## src/rtl/alu_rf_pkg.sv

```systemverilog
// Shared definitions for the ALUAndRF instruction sequencer: opcodes,
// datapath control encodings, FSM states and instruction-field helpers.
package alu_rf_pkg;

  localparam logic [5:0] OP_RTYPE = 6'h00;
  localparam logic [5:0] OP_LUI   = 6'h0F;

  localparam logic [1:0] ALUOP_RTYPE = 2'b10;
  localparam logic [1:0] ALUOP_PASS  = 2'b00;

  localparam logic [1:0] REGWRITE_ON  = 2'b01;
  localparam logic [1:0] REGWRITE_OFF = 2'b00;

  typedef enum logic [1:0] {
    S_IDLE,
    S_EXEC,
    S_WB
  } state_e;

  // Decoded view of one instruction word
  typedef struct packed {
    logic [4:0]  rs;
    logic [4:0]  rt;
    logic [3:0]  func4;
    logic [15:0] imm;
    logic [4:0]  dest;
    logic        is_rtype;
    logic        is_lui;
    logic        is_illegal;
  } dec_t;

  function automatic logic [5:0] f_op(input logic [31:0] w);
    return w[31:26];
  endfunction

  function automatic logic [4:0] f_rs(input logic [31:0] w);
    return w[25:21];
  endfunction

  function automatic logic [4:0] f_rt(input logic [31:0] w);
    return w[20:16];
  endfunction

  function automatic logic [4:0] f_rd(input logic [31:0] w);
    return w[15:11];
  endfunction

  function automatic logic [5:0] f_funct(input logic [31:0] w);
    return w[5:0];
  endfunction

  function automatic logic [15:0] f_imm(input logic [31:0] w);
    return w[15:0];
  endfunction

endpackage

```

## src/rtl/alu_rf_instr_decode.sv

```systemverilog
// Combinational decode of a MIPS-format word into fields, class flags
// and the register-file destination (rd for R-type, rt for LUI).
module alu_rf_instr_decode
  import alu_rf_pkg::*;
(
  input  logic [31:0] instr_i,
  output dec_t        dec_o
);

  logic [5:0] op;
  logic [5:0] funct;

  // Field extraction and classification
  always_comb begin
    dec_o            = '0;
    op               = f_op(instr_i);
    funct            = f_funct(instr_i);
    dec_o.rs         = f_rs(instr_i);
    dec_o.rt         = f_rt(instr_i);
    dec_o.func4      = funct[3:0];
    dec_o.imm        = f_imm(instr_i);
    dec_o.is_rtype   = (op == OP_RTYPE);
    dec_o.is_lui     = (op == OP_LUI);
    dec_o.is_illegal = !(dec_o.is_rtype || dec_o.is_lui);
    dec_o.dest       = dec_o.is_rtype ? f_rd(instr_i) : f_rt(instr_i);
  end

endmodule

```

## src/rtl/alu_rf_sequencer.sv

```systemverilog
// Instruction-issue controller for ALUAndRF: accepts one instruction at a
// time, runs R-type through EXEC then WB, LUI straight to WB, and reports
// each retirement on a one-cycle result strobe.
module alu_rf_sequencer
  import alu_rf_pkg::*;
#(
  parameter int unsigned DATA_W       = 32,
  parameter logic [1:0]  ALU_OP_RTYPE = ALUOP_RTYPE,
  parameter logic [1:0]  ALU_OP_PASS  = ALUOP_PASS,
  parameter int unsigned CNT_W        = 16
) (
  input  logic              clk,
  input  logic              reset,
  input  logic              instr_valid,
  input  logic [31:0]       instr,
  output logic              instr_ready,
  output logic [4:0]        Read1,
  output logic [4:0]        Read2,
  output logic [4:0]        WriteReg,
  output logic [1:0]        RegWrite,
  output logic [DATA_W-1:0] WriteData,
  output logic [3:0]        FuncCode,
  output logic [1:0]        ALUOp,
  input  logic [DATA_W-1:0] ALUOut,
  input  logic              Zero,
  output logic              res_valid,
  output logic [DATA_W-1:0] res_data,
  output logic              res_zero,
  output logic              illegal,
  output logic [CNT_W-1:0]  retired_cnt
);

  state_e state_q, state_d;
  dec_t   dec;
  logic   accept;

  logic [4:0]        read1_q, read2_q, dest_q;
  logic [3:0]        func_q;
  logic [15:0]       imm_q;
  logic              is_lui_q;
  logic [DATA_W-1:0] result_q;
  logic              zero_q;
  logic              illegal_q;
  logic [CNT_W-1:0]  cnt_q;
  logic [DATA_W-1:0] wb_data;

  alu_rf_instr_decode u_decode (
    .instr_i (instr),
    .dec_o   (dec)
  );

  assign accept  = instr_valid && (state_q == S_IDLE);
  assign wb_data = is_lui_q ? DATA_W'({imm_q, 16'h0000}) : result_q;

  assign Read1       = read1_q;
  assign Read2       = read2_q;
  assign FuncCode    = func_q;
  assign illegal     = illegal_q;
  assign retired_cnt = cnt_q;

  // FSM state register
  always_ff @(posedge clk or posedge reset) begin
    if (reset) state_q <= S_IDLE;
    else       state_q <= state_d;
  end

  // Next-state and per-state datapath control; WB outputs are decoded from
  // state so an asynchronous reset kills a write-back immediately.
  always_comb begin
    state_d     = state_q;
    instr_ready = 1'b0;
    ALUOp       = ALU_OP_PASS;
    RegWrite    = REGWRITE_OFF;
    WriteReg    = '0;
    WriteData   = '0;
    res_valid   = 1'b0;
    res_zero    = 1'b0;
    case (state_q)
      S_IDLE: begin
        instr_ready = 1'b1;
        if (instr_valid) begin
          if (dec.is_rtype)    state_d = S_EXEC;
          else if (dec.is_lui) state_d = S_WB;
        end
      end
      S_EXEC: begin
        ALUOp   = ALU_OP_RTYPE;
        state_d = S_WB;
      end
      S_WB: begin
        WriteReg  = dest_q;
        WriteData = wb_data;
        RegWrite  = (dest_q != 5'd0) ? REGWRITE_ON : REGWRITE_OFF;
        ALUOp     = is_lui_q ? ALU_OP_PASS : ALU_OP_RTYPE;
        res_valid = 1'b1;
        res_zero  = is_lui_q ? 1'b0 : zero_q;
        state_d   = S_IDLE;
      end
      default: state_d = S_IDLE;
    endcase
    res_data = WriteData;
  end

  // Instruction capture, ALU result capture, illegal strobe and retire count
  always_ff @(posedge clk or posedge reset) begin
    if (reset) begin
      read1_q   <= '0;
      read2_q   <= '0;
      func_q    <= '0;
      dest_q    <= '0;
      imm_q     <= '0;
      is_lui_q  <= 1'b0;
      result_q  <= '0;
      zero_q    <= 1'b0;
      illegal_q <= 1'b0;
      cnt_q     <= '0;
    end else begin
      illegal_q <= accept && dec.is_illegal;
      if (accept && !dec.is_illegal) begin
        dest_q   <= dec.dest;
        imm_q    <= dec.imm;
        is_lui_q <= dec.is_lui;
      end
      // Read ports only move for R-type so they hold across LUI and idle
      if (accept && dec.is_rtype) begin
        read1_q <= dec.rs;
        read2_q <= dec.rt;
        func_q  <= dec.func4;
      end
      if (state_q == S_EXEC) begin
        result_q <= ALUOut;
        zero_q   <= Zero;
      end
      // Counted on entry to WB so the count is already visible with res_valid
      if (state_d == S_WB) cnt_q <= cnt_q + CNT_W'(1);
    end
  end

endmodule
```

## config.mk

```make
export PLATFORM = sky130hd
export DESIGN_NAME = alu_rf_sequencer
export DESIGN_NICKNAME = d
export VERILOG_FILES = /design/src/rtl/alu_rf_pkg.sv /design/src/rtl/alu_rf_instr_decode.sv /design/src/rtl/alu_rf_sequencer.sv
export SDC_FILE = /design/constraint.sdc
export NUM_CORES = 1
export LEC_CHECK = 0
export CORE_MARGIN = 1.5
export CORE_UTILIZATION = 47
export CTS_CLUSTER_DIAMETER = 60
export DETAILED_ROUTE_END_ITERATION = 16
export PLACE_DENSITY = 0.86
export RECOVER_POWER = 100
export SLEW_MARGIN = 5
export SYNTH_ARGS = -nofsm -noshare
export SYNTH_HDL_FRONTEND = slang
export SYNTH_SLANG_ARGS = --single-unit
```

## constraint.sdc

```tcl
create_clock -name clk -period 7.9 [get_ports clk]
set_input_delay 2.37 -clock clk [delete_from_list [all_inputs] [get_ports clk]]
set_output_delay 2.37 -clock clk [all_outputs]
set_load 0.005 [all_outputs]
```

==> impl_metrics.py <==
metrics = {
    "timing": {
        "fin_ws_ns": 2.273,
        "fmax_mhz": 177.7,
        "slew-limit-headroom": -0.4651,
        "finalSetupViolCount": 0,
        "finalClockSkew_ns": 0.01839,
        "rsz0062_at_grt": "false",
        "maxSlewViolCount": 132,
        "layout_min_cycle_time_ns": 5.627,
        "tightest_slew_ns": 2.198,
        "setup_tns_ns": 0,
        "fin_crit_sh": 0.7123,
        "hold_viol": 0,
    },
    "setup_path": {
        "reg2reg_from": "state_q[1]",
        "crit_slowest_cell": "nor2_1",
        "critPathBufInv": 1,
        "r2r_slack_ns": 4.82,
        "worstPathMaxFanout": 26,
        "arrival_ns": 5.86,
        "cp.required_ns": 8.13,
        "max_stage_delay_ns": 1.55,
        "end_kind": "flop",
        "crit_family": "simple AND/OR/NAND/NOR gates",
        "crit_type": "input port to flop",
        "crit_chain": "dlygate4sd3_1 > nor4_1 > o21ai_0 > nor2_1 > mux2_2",
        "critPathLaunchType": "input port",
        "reg2regPathDepth": 5,
        "rr_endpoint": "imm_q[4]",
    },
    "global_route": {
        "grt_max_degree": 89,
        "grt_usage": 0.2031,
        "grt_pass1_vias": 3331,
        "grt_overflow": 0,
        "grt_pass1_wl_um": 16010,
        "antenna_found_initial": 0,
    },
    "power": {
        "leakagePower_nw": 2.878,
        "finalPower_mw": 1.642,
        "power_per_cell_area_nw_per_um2": 269.3,
        "ir_worst_vdd_uv": 145.3,
    },
    "die": {
        "fp.coreArea_sq_um": 9153,
        "rows": 35,
        "die_area_sq_um": 9966,
        "start_util": 0.4815,
        "fp.dieW_um": 99.83,
        "top_level_ports": 175,
        "die_h_um": 99.83,
    },
    "clock_tree": {
        "cts_num_sinks": 88,
        "cts_tree": "built",
        "post_cts_buffers": 0,
        "htree_num_levels": 3,
        "cts_root_buf": "clkbuf_8",
        "post_cts_resized": 0,
        "numCtsBuffers": 9,
        "clock_latency_ns": 0.35,
        "path_clk_slew_ns": 0.09,
        "cts_hold_buf": 0,
        "clk_path_buf_depth": 2,
    },
    "placement": {
        "dpl_cell_area_sq_um": 5951,
        "port_buffers": 172,
        "dp_slack_ns": 2.773,
        "detailed_place_hpwl_um": 7078,
        "gp_congestion": 0.7734,
        "placed_cells": 590,
    },
    "yosys": {
        "syn_area_sq_um": 4407,
        "yosysTopAreaCell": "dfrtp_1",
        "synth_common_cells": "dfrtp_1 (88), mux2_2 (56), buf_4 (35)",
        "yosys.area.top_type_share": 0.4997,
        "synth_flop_cell": "dfrtp_1",
        "yosysWarnings": 0,
        "ys_seq_area_frac": 0.4997,
        "synth.most_common_cell": "dfrtp_1",
        "synth_cell_types": 44,
        "synth_cells": 353,
        "ys_ff_latch": 88,
        "syn_avg_cell_area_sq_um": 12.48,
        "synth-async-reset-ratio": 1.000,
        "synth_edf_count": 0,
        "yosys-top-cells-area": "dfrtp_1 (50%), mux2_2 (14%), buf_4 (6.0%)",
    },
    "worst_hold_path": {
        "holdPathEnd": "retired_cnt[15]",
        "hp-class": "flop to flop",
        "min_from": "retired_cnt[15]",
        "worstHoldPathCells": 1,
    },
    "run": {
        "max_cap_viol_count": 3,
    },
    "route": {
        "antenna_left": 0,
        "routedWlPerCell_um": 16.46,
        "vias": 3140,
        "dr.pass1.iters": 4,
        "drtIter0Drc": 84,
        "wirelength_um": 9976,
        "avgViaCountPerCell": 5.182,
        "drc": 0,
    },
    "cells_and_area": {
        "fin_cells": 606,
        "fin_nets": 562,
        "drive_gt1_frac": 0.1657,
        "n_antenna_cell": 0,
        "finish.instance_area_sq_um": 6096,
        "syn_to_final_growth_pct": 38.33,
    },
    "status": {
        "outcome": "complete, but fails checks",
        "violations": "max-capacitance violations, max-slew violations",
    },
}
-- placed cells by master (no fill, tap or decap), types with 4 or more instances in the layout --
| master | count |
|---|---|
| a21oi_1 | 5 |
| and2_0 | 20 |
| clkbuf_8 | 10 |
| clkdlybuf4s50_1 | 52 |
| dfrtp_1 | 88 |
| dlygate4sd3_1 | 120 |
| mux2_1 | 9 |
| mux2_2 | 55 |
| mux2i_1 | 21 |
| nand2_1 | 10 |
| nand3_1 | 7 |
| nor2_1 | 10 |
| nor2b_1 | 19 |
| nor3_1 | 7 |
| nor4_1 | 4 |
| xor2_1 | 14 |
-- registers in the layout (all words and copies together) (netlist names) --
signal,count
is_lui_q,1
retired_cnt,16
Read2,5
illegal,1
imm_q,16
Read1,5
result_q,32
state_q,2
FuncCode,4
dest_q,5
zero_q,1
-- kinds of logic after synthesis --
| logic type | count (synthesis) | share of synthesized area |
|---|---|---|
| muxes | 85 | 0.2112 |
| AOI/OAI and AO/OA | 12 | 0.02044 |
| buffers and inverters | 52 | 0.07865 |
| other | 1 | 0.0008510 |
| xor gates and xnor gates | 15 | 0.02981 |
| and+or+nand+nor | 96 | 0.1479 |
| adders and majority gates | 4 | 0.01136 |
| DFF | 88 | 0.4997 |
-- worst max path at each step --
stage | from | cells after the start | slack, ns | to
4_1_cts | state_q[0] | 5 | 2.37 | res_data[4]
3_5_place_dp | state_q[0] | 5 | 2.77 | res_data[4]
5_1_grt | state_q[0] | 5 | 2.00 | WriteData[3]
3_3_place_gp | state_q[0] | 5 | 2.81 | res_data[4]
2_1_floorplan | reset | 1 | 3.25 | FuncCode[0]
6_report | instr[28] | 5 | 2.27 | imm_q[4]
-- layout make-up --
cell class | count | area, sq um
multi-input combinational | 214 | 1784
clock inverter | 6 | 90.09
timing repair buffer | 173 | 1727
sequential | 88 | 2202
clock buffer | 10 | 137.6
tap | 111 | 138.9
inverter | 4 | 16.27
fill | 703 | 3057
-- through the flow --
step           hold WS [ns]  utilization
2_1_floorplan        0.4579            -
4_1_cts              0.4766       0.6751
3_3_place_gp         0.4647       0.6502
5_1_grt              0.4898       0.6660
3_5_place_dp         0.4614       0.6502
6_report             0.4662       0.6660
-- per-layer routing --
| layer | share of wire | up-vias | wire (um) | GRT usage |
|---|---|---|---|---|
| met5 | 0 | - | 0 | 0 |
| met4 | 0.020 | 0 | 199 | 0.07692 |
| met3 | 0.054 | 22 | 538 | 0.04178 |
| met2 | 0.51 | 119 | 5131 | 0.3569 |
| met1 | 0.41 | 1545 | 4107 | 0.2460 |
| li1 | - | 1454 | - | - |
-- power by group --
part           total, mW  switching [mW]  internal, mW
sequential         0.697          0.0982         0.598
clock              0.350           0.162         0.189
combinational      0.595           0.237         0.358
total               1.64           0.497          1.15
No activity file was read; power rests on OpenSTA's default activity.
